--- config.mk ---
export PLATFORM = sky130hd
export DESIGN_NAME = hazard_fwd_ctrl_flat
export DESIGN_NICKNAME = d
export VERILOG_FILES = /design/src/rtl/hazard_fwd_ctrl_pkg.sv /design/src/rtl/hazard_fwd_ctrl_if.sv /design/src/rtl/fwd_select.sv /design/src/rtl/hazard_fwd_ctrl.sv /design/src/flat_wrapper.sv
export SDC_FILE = /design/constraint.sdc
export NUM_CORES = 1
export LEC_CHECK = 0
export BUFFER_PORTS_ARGS = -buffer_cell sky130_fd_sc_hd__buf_4
export CORE_ASPECT_RATIO = 1.75
export CORE_MARGIN = 8
export CORE_UTILIZATION = 60
export CTS_BUF_LIST = sky130_fd_sc_hd__clkbuf_8
export DETAILED_ROUTE_END_ITERATION = 10
export MAX_ROUTING_LAYER = met4
export PLACE_DENSITY = 0.85
export SLEW_MARGIN = 5
export SYNTH_ARGS = -nofsm -noshare
export SYNTH_HDL_FRONTEND = slang
export SYNTH_SLANG_ARGS = --single-unit
--- constraint.sdc ---
create_clock -name clk -period 3.7 [get_ports clk]
set_input_delay 0.925 -clock clk [delete_from_list [all_inputs] [get_ports clk]]
set_output_delay 0.925 -clock clk [all_outputs]
set_load 0.01 [all_outputs]
--- src/rtl/hazard_fwd_ctrl_pkg.sv ---
// hazard_fwd_ctrl_pkg: shared pipeline types, forwarding select encodings and match helpers.
package hazard_fwd_ctrl_pkg;
  localparam logic [1:0] SEL_RF     = 2'd0;
  localparam logic [1:0] SEL_P3_ALU = 2'd1;
  localparam logic [1:0] SEL_P4_ALU = 2'd2;
  localparam logic [1:0] SEL_P4_LD  = 2'd3;
  typedef logic [2:0] reg_t;
  typedef struct packed {
    logic valid;
    reg_t alu_rd;
    logic alu_we;
    reg_t mem_rd;
    logic load_we;
  } stage_t;
  typedef struct packed {
    stage_t s;
    reg_t   alu_rn;
    reg_t   alu_rm;
    reg_t   mem_rn;
    logic   use_rn;
    logic   use_rm;
    logic   use_mem_rn;
    logic   store;
  } p2_t;
  function automatic logic alu_hit(stage_t s, reg_t r);
    return s.valid && s.alu_we && s.alu_rd == r;
  endfunction
  // a load whose rd is also written by the ALU slot of the same packet is overridden
  function automatic logic ld_eff(stage_t s, reg_t r);
    return s.valid && s.load_we && s.mem_rd == r && !(s.alu_we && s.alu_rd == s.mem_rd);
  endfunction
endpackage

--- src/rtl/hazard_fwd_ctrl_if.sv ---
// hazard_fwd_ctrl_if: decode packet inputs and hazard/forwarding outputs.
interface hazard_fwd_ctrl_if
  import hazard_fwd_ctrl_pkg::*;
#(parameter int CNT_W = 16);
  logic             p1_valid;
  reg_t             p1_alu_rn, p1_alu_rm, p1_alu_rd;
  logic             p1_alu_useRm, p1_alu_regWrite;
  reg_t             p1_mem_rn, p1_mem_rd;
  logic             p1_memRead, p1_memWrite;
  logic             flush;
  logic             stall, bubble_p2;
  logic [1:0]       f_alu_reg_rn_sel, f_alu_reg_rm_sel, f_mem_reg_rn_sel;
  logic             f_mem_reg_rd_sel;
  logic             dual_write_err;
  logic [CNT_W-1:0] stall_count;
  modport master (
    output p1_valid, p1_alu_rn, p1_alu_rm, p1_alu_rd, p1_alu_useRm, p1_alu_regWrite,
           p1_mem_rn, p1_mem_rd, p1_memRead, p1_memWrite, flush,
    input  stall, bubble_p2, f_alu_reg_rn_sel, f_alu_reg_rm_sel, f_mem_reg_rn_sel,
           f_mem_reg_rd_sel, dual_write_err, stall_count
  );
  modport slave (
    input  p1_valid, p1_alu_rn, p1_alu_rm, p1_alu_rd, p1_alu_useRm, p1_alu_regWrite,
           p1_mem_rn, p1_mem_rd, p1_memRead, p1_memWrite, flush,
    output stall, bubble_p2, f_alu_reg_rn_sel, f_alu_reg_rm_sel, f_mem_reg_rn_sel,
           f_mem_reg_rd_sel, dual_write_err, stall_count
  );
endinterface

--- src/rtl/fwd_select.sv ---
// fwd_select: EX-stage operand source select for one register read.
module fwd_select
  import hazard_fwd_ctrl_pkg::*;
(
  input  reg_t       src,
  input  logic       use_src,
  input  stage_t     p3,
  input  stage_t     p4,
  output logic [1:0] sel
);
  logic unused_p3;
  assign unused_p3 = ^{p3.mem_rd, p3.load_we};
  always_comb
    sel = !use_src           ? SEL_RF     :
          alu_hit(p3, src)   ? SEL_P3_ALU :
          alu_hit(p4, src)   ? SEL_P4_ALU :
          ld_eff(p4, src)    ? SEL_P4_LD  : SEL_RF;
endmodule

--- src/rtl/hazard_fwd_ctrl.sv ---
// hazard_fwd_ctrl: load-use / store-data stall detection, EX forwarding selects and stall counter.
module hazard_fwd_ctrl
  import hazard_fwd_ctrl_pkg::*;
#(parameter int CNT_W = 16)
(
  input logic              clk,
  input logic              reset,
  hazard_fwd_ctrl_if.slave bus
);
  p2_t              p2, p2_nxt;
  stage_t           p3, p4;
  logic [CNT_W-1:0] cnt;
  logic             mem_acc, ld_use, st_data, stall, bubble;
  always_comb begin
    mem_acc = bus.p1_memRead | bus.p1_memWrite;
    ld_use  = ld_eff(p2.s, bus.p1_alu_rn) | (bus.p1_alu_useRm & ld_eff(p2.s, bus.p1_alu_rm)) |
              (mem_acc & ld_eff(p2.s, bus.p1_mem_rn));
    // store data can only be forwarded from a p3 ALU result once the store is in EX
    st_data = bus.p1_memWrite & (ld_eff(p2.s, bus.p1_mem_rd) | alu_hit(p3, bus.p1_mem_rd) |
              ld_eff(p3, bus.p1_mem_rd));
    stall   = bus.p1_valid & ~bus.flush & (ld_use | st_data);
    bubble  = stall | bus.flush;
    p2_nxt  = '0;
    if (bus.p1_valid && !bubble)
      p2_nxt = '{s: '{1'b1, bus.p1_alu_rd, bus.p1_alu_regWrite, bus.p1_mem_rd, bus.p1_memRead},
                 alu_rn: bus.p1_alu_rn, alu_rm: bus.p1_alu_rm, mem_rn: bus.p1_mem_rn,
                 use_rn: 1'b1, use_rm: bus.p1_alu_useRm, use_mem_rn: mem_acc,
                 store: bus.p1_memWrite};
  end
  always_ff @(posedge clk or negedge reset)
    if (!reset) begin
      p2  <= '0;
      p3  <= '0;
      p4  <= '0;
      cnt <= '0;
    end else begin
      p2 <= p2_nxt;
      p3 <= p2.s;
      p4 <= p3;
      if (stall && !(&cnt)) cnt <= cnt + 1'b1;
    end
  fwd_select u_alu_rn (.src(p2.alu_rn), .use_src(p2.use_rn),     .p3(p3), .p4(p4), .sel(bus.f_alu_reg_rn_sel));
  fwd_select u_alu_rm (.src(p2.alu_rm), .use_src(p2.use_rm),     .p3(p3), .p4(p4), .sel(bus.f_alu_reg_rm_sel));
  fwd_select u_mem_rn (.src(p2.mem_rn), .use_src(p2.use_mem_rn), .p3(p3), .p4(p4), .sel(bus.f_mem_reg_rn_sel));
  assign bus.stall            = stall;
  assign bus.bubble_p2        = bubble;
  assign bus.f_mem_reg_rd_sel = p2.store & alu_hit(p3, p2.s.mem_rd);
  assign bus.dual_write_err   = p2.s.valid & p2.s.alu_we & p2.s.load_we & (p2.s.alu_rd == p2.s.mem_rd);
  assign bus.stall_count      = cnt;
endmodule

--- src/flat_wrapper.sv ---
// flat-port wrapper written by rule: the top's interface ports become plain ports
module hazard_fwd_ctrl_flat import hazard_fwd_ctrl_pkg::*;
#(parameter int CNT_W = 16)
  (clk, reset, bus_p1_valid, bus_p1_alu_rn, bus_p1_alu_rm, bus_p1_alu_rd, bus_p1_alu_useRm, bus_p1_alu_regWrite, bus_p1_mem_rn, bus_p1_mem_rd, bus_p1_memRead, bus_p1_memWrite, bus_flush, bus_stall, bus_bubble_p2, bus_f_alu_reg_rn_sel, bus_f_alu_reg_rm_sel, bus_f_mem_reg_rn_sel, bus_f_mem_reg_rd_sel, bus_dual_write_err, bus_stall_count);
  hazard_fwd_ctrl_if #(.CNT_W(CNT_W)) bus_i ();
  input logic clk;
  input logic reset;
  input wire logic [$bits(bus_i.p1_valid)-1:0] bus_p1_valid;
  input wire logic [$bits(bus_i.p1_alu_rn)-1:0] bus_p1_alu_rn;
  input wire logic [$bits(bus_i.p1_alu_rm)-1:0] bus_p1_alu_rm;
  input wire logic [$bits(bus_i.p1_alu_rd)-1:0] bus_p1_alu_rd;
  input wire logic [$bits(bus_i.p1_alu_useRm)-1:0] bus_p1_alu_useRm;
  input wire logic [$bits(bus_i.p1_alu_regWrite)-1:0] bus_p1_alu_regWrite;
  input wire logic [$bits(bus_i.p1_mem_rn)-1:0] bus_p1_mem_rn;
  input wire logic [$bits(bus_i.p1_mem_rd)-1:0] bus_p1_mem_rd;
  input wire logic [$bits(bus_i.p1_memRead)-1:0] bus_p1_memRead;
  input wire logic [$bits(bus_i.p1_memWrite)-1:0] bus_p1_memWrite;
  input wire logic [$bits(bus_i.flush)-1:0] bus_flush;
  output wire logic [$bits(bus_i.stall)-1:0] bus_stall;
  output wire logic [$bits(bus_i.bubble_p2)-1:0] bus_bubble_p2;
  output wire logic [$bits(bus_i.f_alu_reg_rn_sel)-1:0] bus_f_alu_reg_rn_sel;
  output wire logic [$bits(bus_i.f_alu_reg_rm_sel)-1:0] bus_f_alu_reg_rm_sel;
  output wire logic [$bits(bus_i.f_mem_reg_rn_sel)-1:0] bus_f_mem_reg_rn_sel;
  output wire logic [$bits(bus_i.f_mem_reg_rd_sel)-1:0] bus_f_mem_reg_rd_sel;
  output wire logic [$bits(bus_i.dual_write_err)-1:0] bus_dual_write_err;
  output wire logic [$bits(bus_i.stall_count)-1:0] bus_stall_count;
  assign bus_i.p1_valid = bus_p1_valid;
  assign bus_i.p1_alu_rn = bus_p1_alu_rn;
  assign bus_i.p1_alu_rm = bus_p1_alu_rm;
  assign bus_i.p1_alu_rd = bus_p1_alu_rd;
  assign bus_i.p1_alu_useRm = bus_p1_alu_useRm;
  assign bus_i.p1_alu_regWrite = bus_p1_alu_regWrite;
  assign bus_i.p1_mem_rn = bus_p1_mem_rn;
  assign bus_i.p1_mem_rd = bus_p1_mem_rd;
  assign bus_i.p1_memRead = bus_p1_memRead;
  assign bus_i.p1_memWrite = bus_p1_memWrite;
  assign bus_i.flush = bus_flush;
  assign bus_stall = bus_i.stall;
  assign bus_bubble_p2 = bus_i.bubble_p2;
  assign bus_f_alu_reg_rn_sel = bus_i.f_alu_reg_rn_sel;
  assign bus_f_alu_reg_rm_sel = bus_i.f_alu_reg_rm_sel;
  assign bus_f_mem_reg_rn_sel = bus_i.f_mem_reg_rn_sel;
  assign bus_f_mem_reg_rd_sel = bus_i.f_mem_reg_rd_sel;
  assign bus_dual_write_err = bus_i.dual_write_err;
  assign bus_stall_count = bus_i.stall_count;
  hazard_fwd_ctrl #(.CNT_W(CNT_W)) u_core (.clk(clk), .reset(reset), .bus(bus_i));
endmodule
==> results.cfg <==
[run_status]
outcome = complete, no violations

[logic_synthesis]
ys_top_cells_by_area = dfrtp_1 (51%), xnor2_1 (15%), xor2_1 (7.5%), and2_1 (5.3%), nand4_1 (3.5%)
async_flop_share_pct = 100
synth-seq-cells = 55
yosysWarnings = 0
synth_cell_types = 33
syn_area_per_cell_um2 = 11.5
synth_fp_nets = 259
synth_cells = 235
synth_top_area_share_pct = 51.1
synth_flop_cell = dfrtp_1
synth-edff-count = 0
synth-seq-area-share_pct = 51.1
yosys.area.top_type = dfrtp_1
synthesis.area_um2 = 2690

[clock_tree]
post_cts_resize_count = 0
clk_pin_slew_ns = 0.09
cts_sinks = 55
cts_buffers = 5
htreeDepth = 2
post_cts_buffers = 0
postCtsHoldBufs = 0
cts-root-buf = clkbuf_8
cts_buffer_depth = 2
clock_latency_ns = 0.31
cts_tree = built

[global_routing]
grt_first_pass_wirelength_mm = 9.52
grt_start_max_net_pins = 56
antenna_found_initial = 0
grt_pass1_vias = 2055
grtUsageTotal_pct = 17.9
grt_overflow = 0

[timing]
final_hold_viol_count = 0
worst_pin_slew_ns = 0.659
rsz0062_at_grt = no
finalSetupViolCount = 0
relSlewSlack_pct = 56.1
period_needed_ns = 3.17
fin_crit_sh_pct = 85.6
finalWorstSetupSlack_ns = 0.535
fin_skew_ns = 0.00539
final_max_slew_viol_count = 0
fin_setup_tns_ns = 0
max_freq_mhz = 316

[drt]
ant_nets = 0
first_iter_violations = 25
vias = 1877
drc_errors = 0
dr.pass1.iters = 4
viasPerCell = 5.65
wirelength_mm = 5.69
wl_per_cell_um = 17.1

[die]
die_height_um = 105
die_area_um2 = 6970
core_um2 = 4360
die_w_um = 66.6
pin_count = 49
initial_core_util_pct = 61.7
num_rows = 32

[critical_path]
cpMostUsedCell = buf_4
r2r-start = u_core.p2[16]$_DFF_PN0_
worst-path-buf-inv = 2
crit_start = bus_p1_mem_rd[2]
path_max_fanout = 4
critical-path-top-delay-family = simple AND/OR/NAND/NOR gates
worstSetupPathType = input port to primary output
crit_chain = buf_4 -> xor2_1 -> nor4_1 -> a32o_1 -> nand4b_1 -> o31ai_4 -> or2_2 -> buf_4
start_kind = input port
arrival_ns = 2.24
reg2reg_depth = 8
cp.depth = 8
cp-end-kind = primary output
worstPathRequired_ns = 2.77
cpPeakStageDelay_ns = 0.28
crit_path_top_delay_cell = nor4_1

[placed_design]
dp_slack_ns = 0.560
dp_hpwl_mm = 4.40
gp_congestion = 0.906
numPortBuffers = 48

[cells_and_area]
final_common_cell = dfrtp_1
final_cell_mix = dfrtp_1 (55), buf_4 (50), xnor2_1 (47)
final_nets = 304
synthToLayoutAreaGrowth_pct = 17.3
diodes = 0
layout-drive-gt1-share_pct = 22.1

[pwr]
internal_power_mw = 0.833
clockPowerShare_pct = 31.3
power.sequential.fraction_pct = 58.7
pwr-share-comb_pct = 10.0
leakagePower_nw = 1.48
max-vdd-ir-drop_mv = 0.270
power_density_nw_per_um2 = 350
switching_power_mw = 0.272
p_sw_share_pct = 24.6

[hold_path]
hp-start = u_core.p2[13]$_DFF_PN0_
min_path_type = flip-flop to flip-flop
holdPathStages = 0

[run]
drv_cap = 0
[Yosys cell counts (all sizes together), types with 2 or more instances]
cell    count
dfrtp      55
xnor2      47
and2       24
xor2       23
nand4      15
nand3      10
and3        9
buf         9
nand2       9
nor2        4
a21boi      3
clkbuf      3
nor4        3
o41ai       3
a41oi       2
mux2        2
nor2b       2
[area by class of cell]
class / instances / area [um^2]
fill: 321 / 1210
multi-input combinational: 168 / 1240
clock buffer: 6 / 82.6
tap: 51 / 63.8
sequential: 55 / 1380
timing repair buffer: 50 / 375
clock inverter: 2 / 16.3
[metal layers]
layer / vias up / wire, um / track usage [%]
met1: 917 / 2190 / 18.2
met5: - / 0 / -
met2: 59 / 3120 / 31.7
met4: 0 / 193 / 8.76
li1: 883 / - / -
met3: 18 / 185 / 2.35
[logic make-up (layout without fill, tap and decap cells)]
kind of cell / after synthesis / in the layout / share of synthesized area (%)
buffers and inverters: 12 / 58 / 2.70
AOI/OAI and AO/OA: 14 / 14 / 4.65
adders and majority gates: 1 / 1 / 0.465
xor gates and xnor gates: 70 / 70 / 22.8
and+or+nand+nor: 81 / 81 / 17.3
DFF: 55 / 55 / 51.1
muxes: 2 / 2 / 0.976
[power groups by stage]
stage	Sequential [mW]	Clock, mW	Combinational (mW)
2_1_floorplan	0.647	0	0.0702
3_3_place_gp	0.660	0	0.107
3_5_place_dp	0.661	0	0.111
4_1_cts	0.649	0.353	0.112
5_1_grt	0.652	0.374	0.122
6_report	0.649	0.346	0.110
[flip-flops by register name, indices dropped and copies added, names as in the netlist]
signal	cells
u_core.bus.stall_count	16
u_core.p2	21
u_core.p3	9
u_core.p4	9
[through the flow]
stage	std cells	utilization [%]	cell area [um^2]	hold slack [ns]	total power, mW
2_1_floorplan	235	-	2690	0.346	0.718
3_3_place_gp	324	70.1	3060	0.358	0.767
3_5_place_dp	324	70.1	3060	0.356	0.772
4_1_cts	332	72.4	3160	0.380	1.11
5_1_grt	332	72.4	3160	0.390	1.15
6_report	332	72.4	3160	0.371	1.10
[worst paths after layout]
check / to / slack [ns]
worst max-delay path: bus_bubble_p2 / 0.53
min in group asynchronous: u_core.bus.stall_count[0]$_DFFE_PN0P_ / 0.63
worst min-delay path: u_core.p3[0]$_DFF_PN0_ / 0.37
max in group asynchronous: u_core.p2[13]$_DFF_PN0_ / 2.61
worst max register to register: u_core.bus.stall_count[12]$_DFFE_PN0P_ / 1.34
worst min register to register: u_core.p3[0]$_DFF_PN0_ / 0.37
Note: power is estimated with default switching activity, not from simulation.
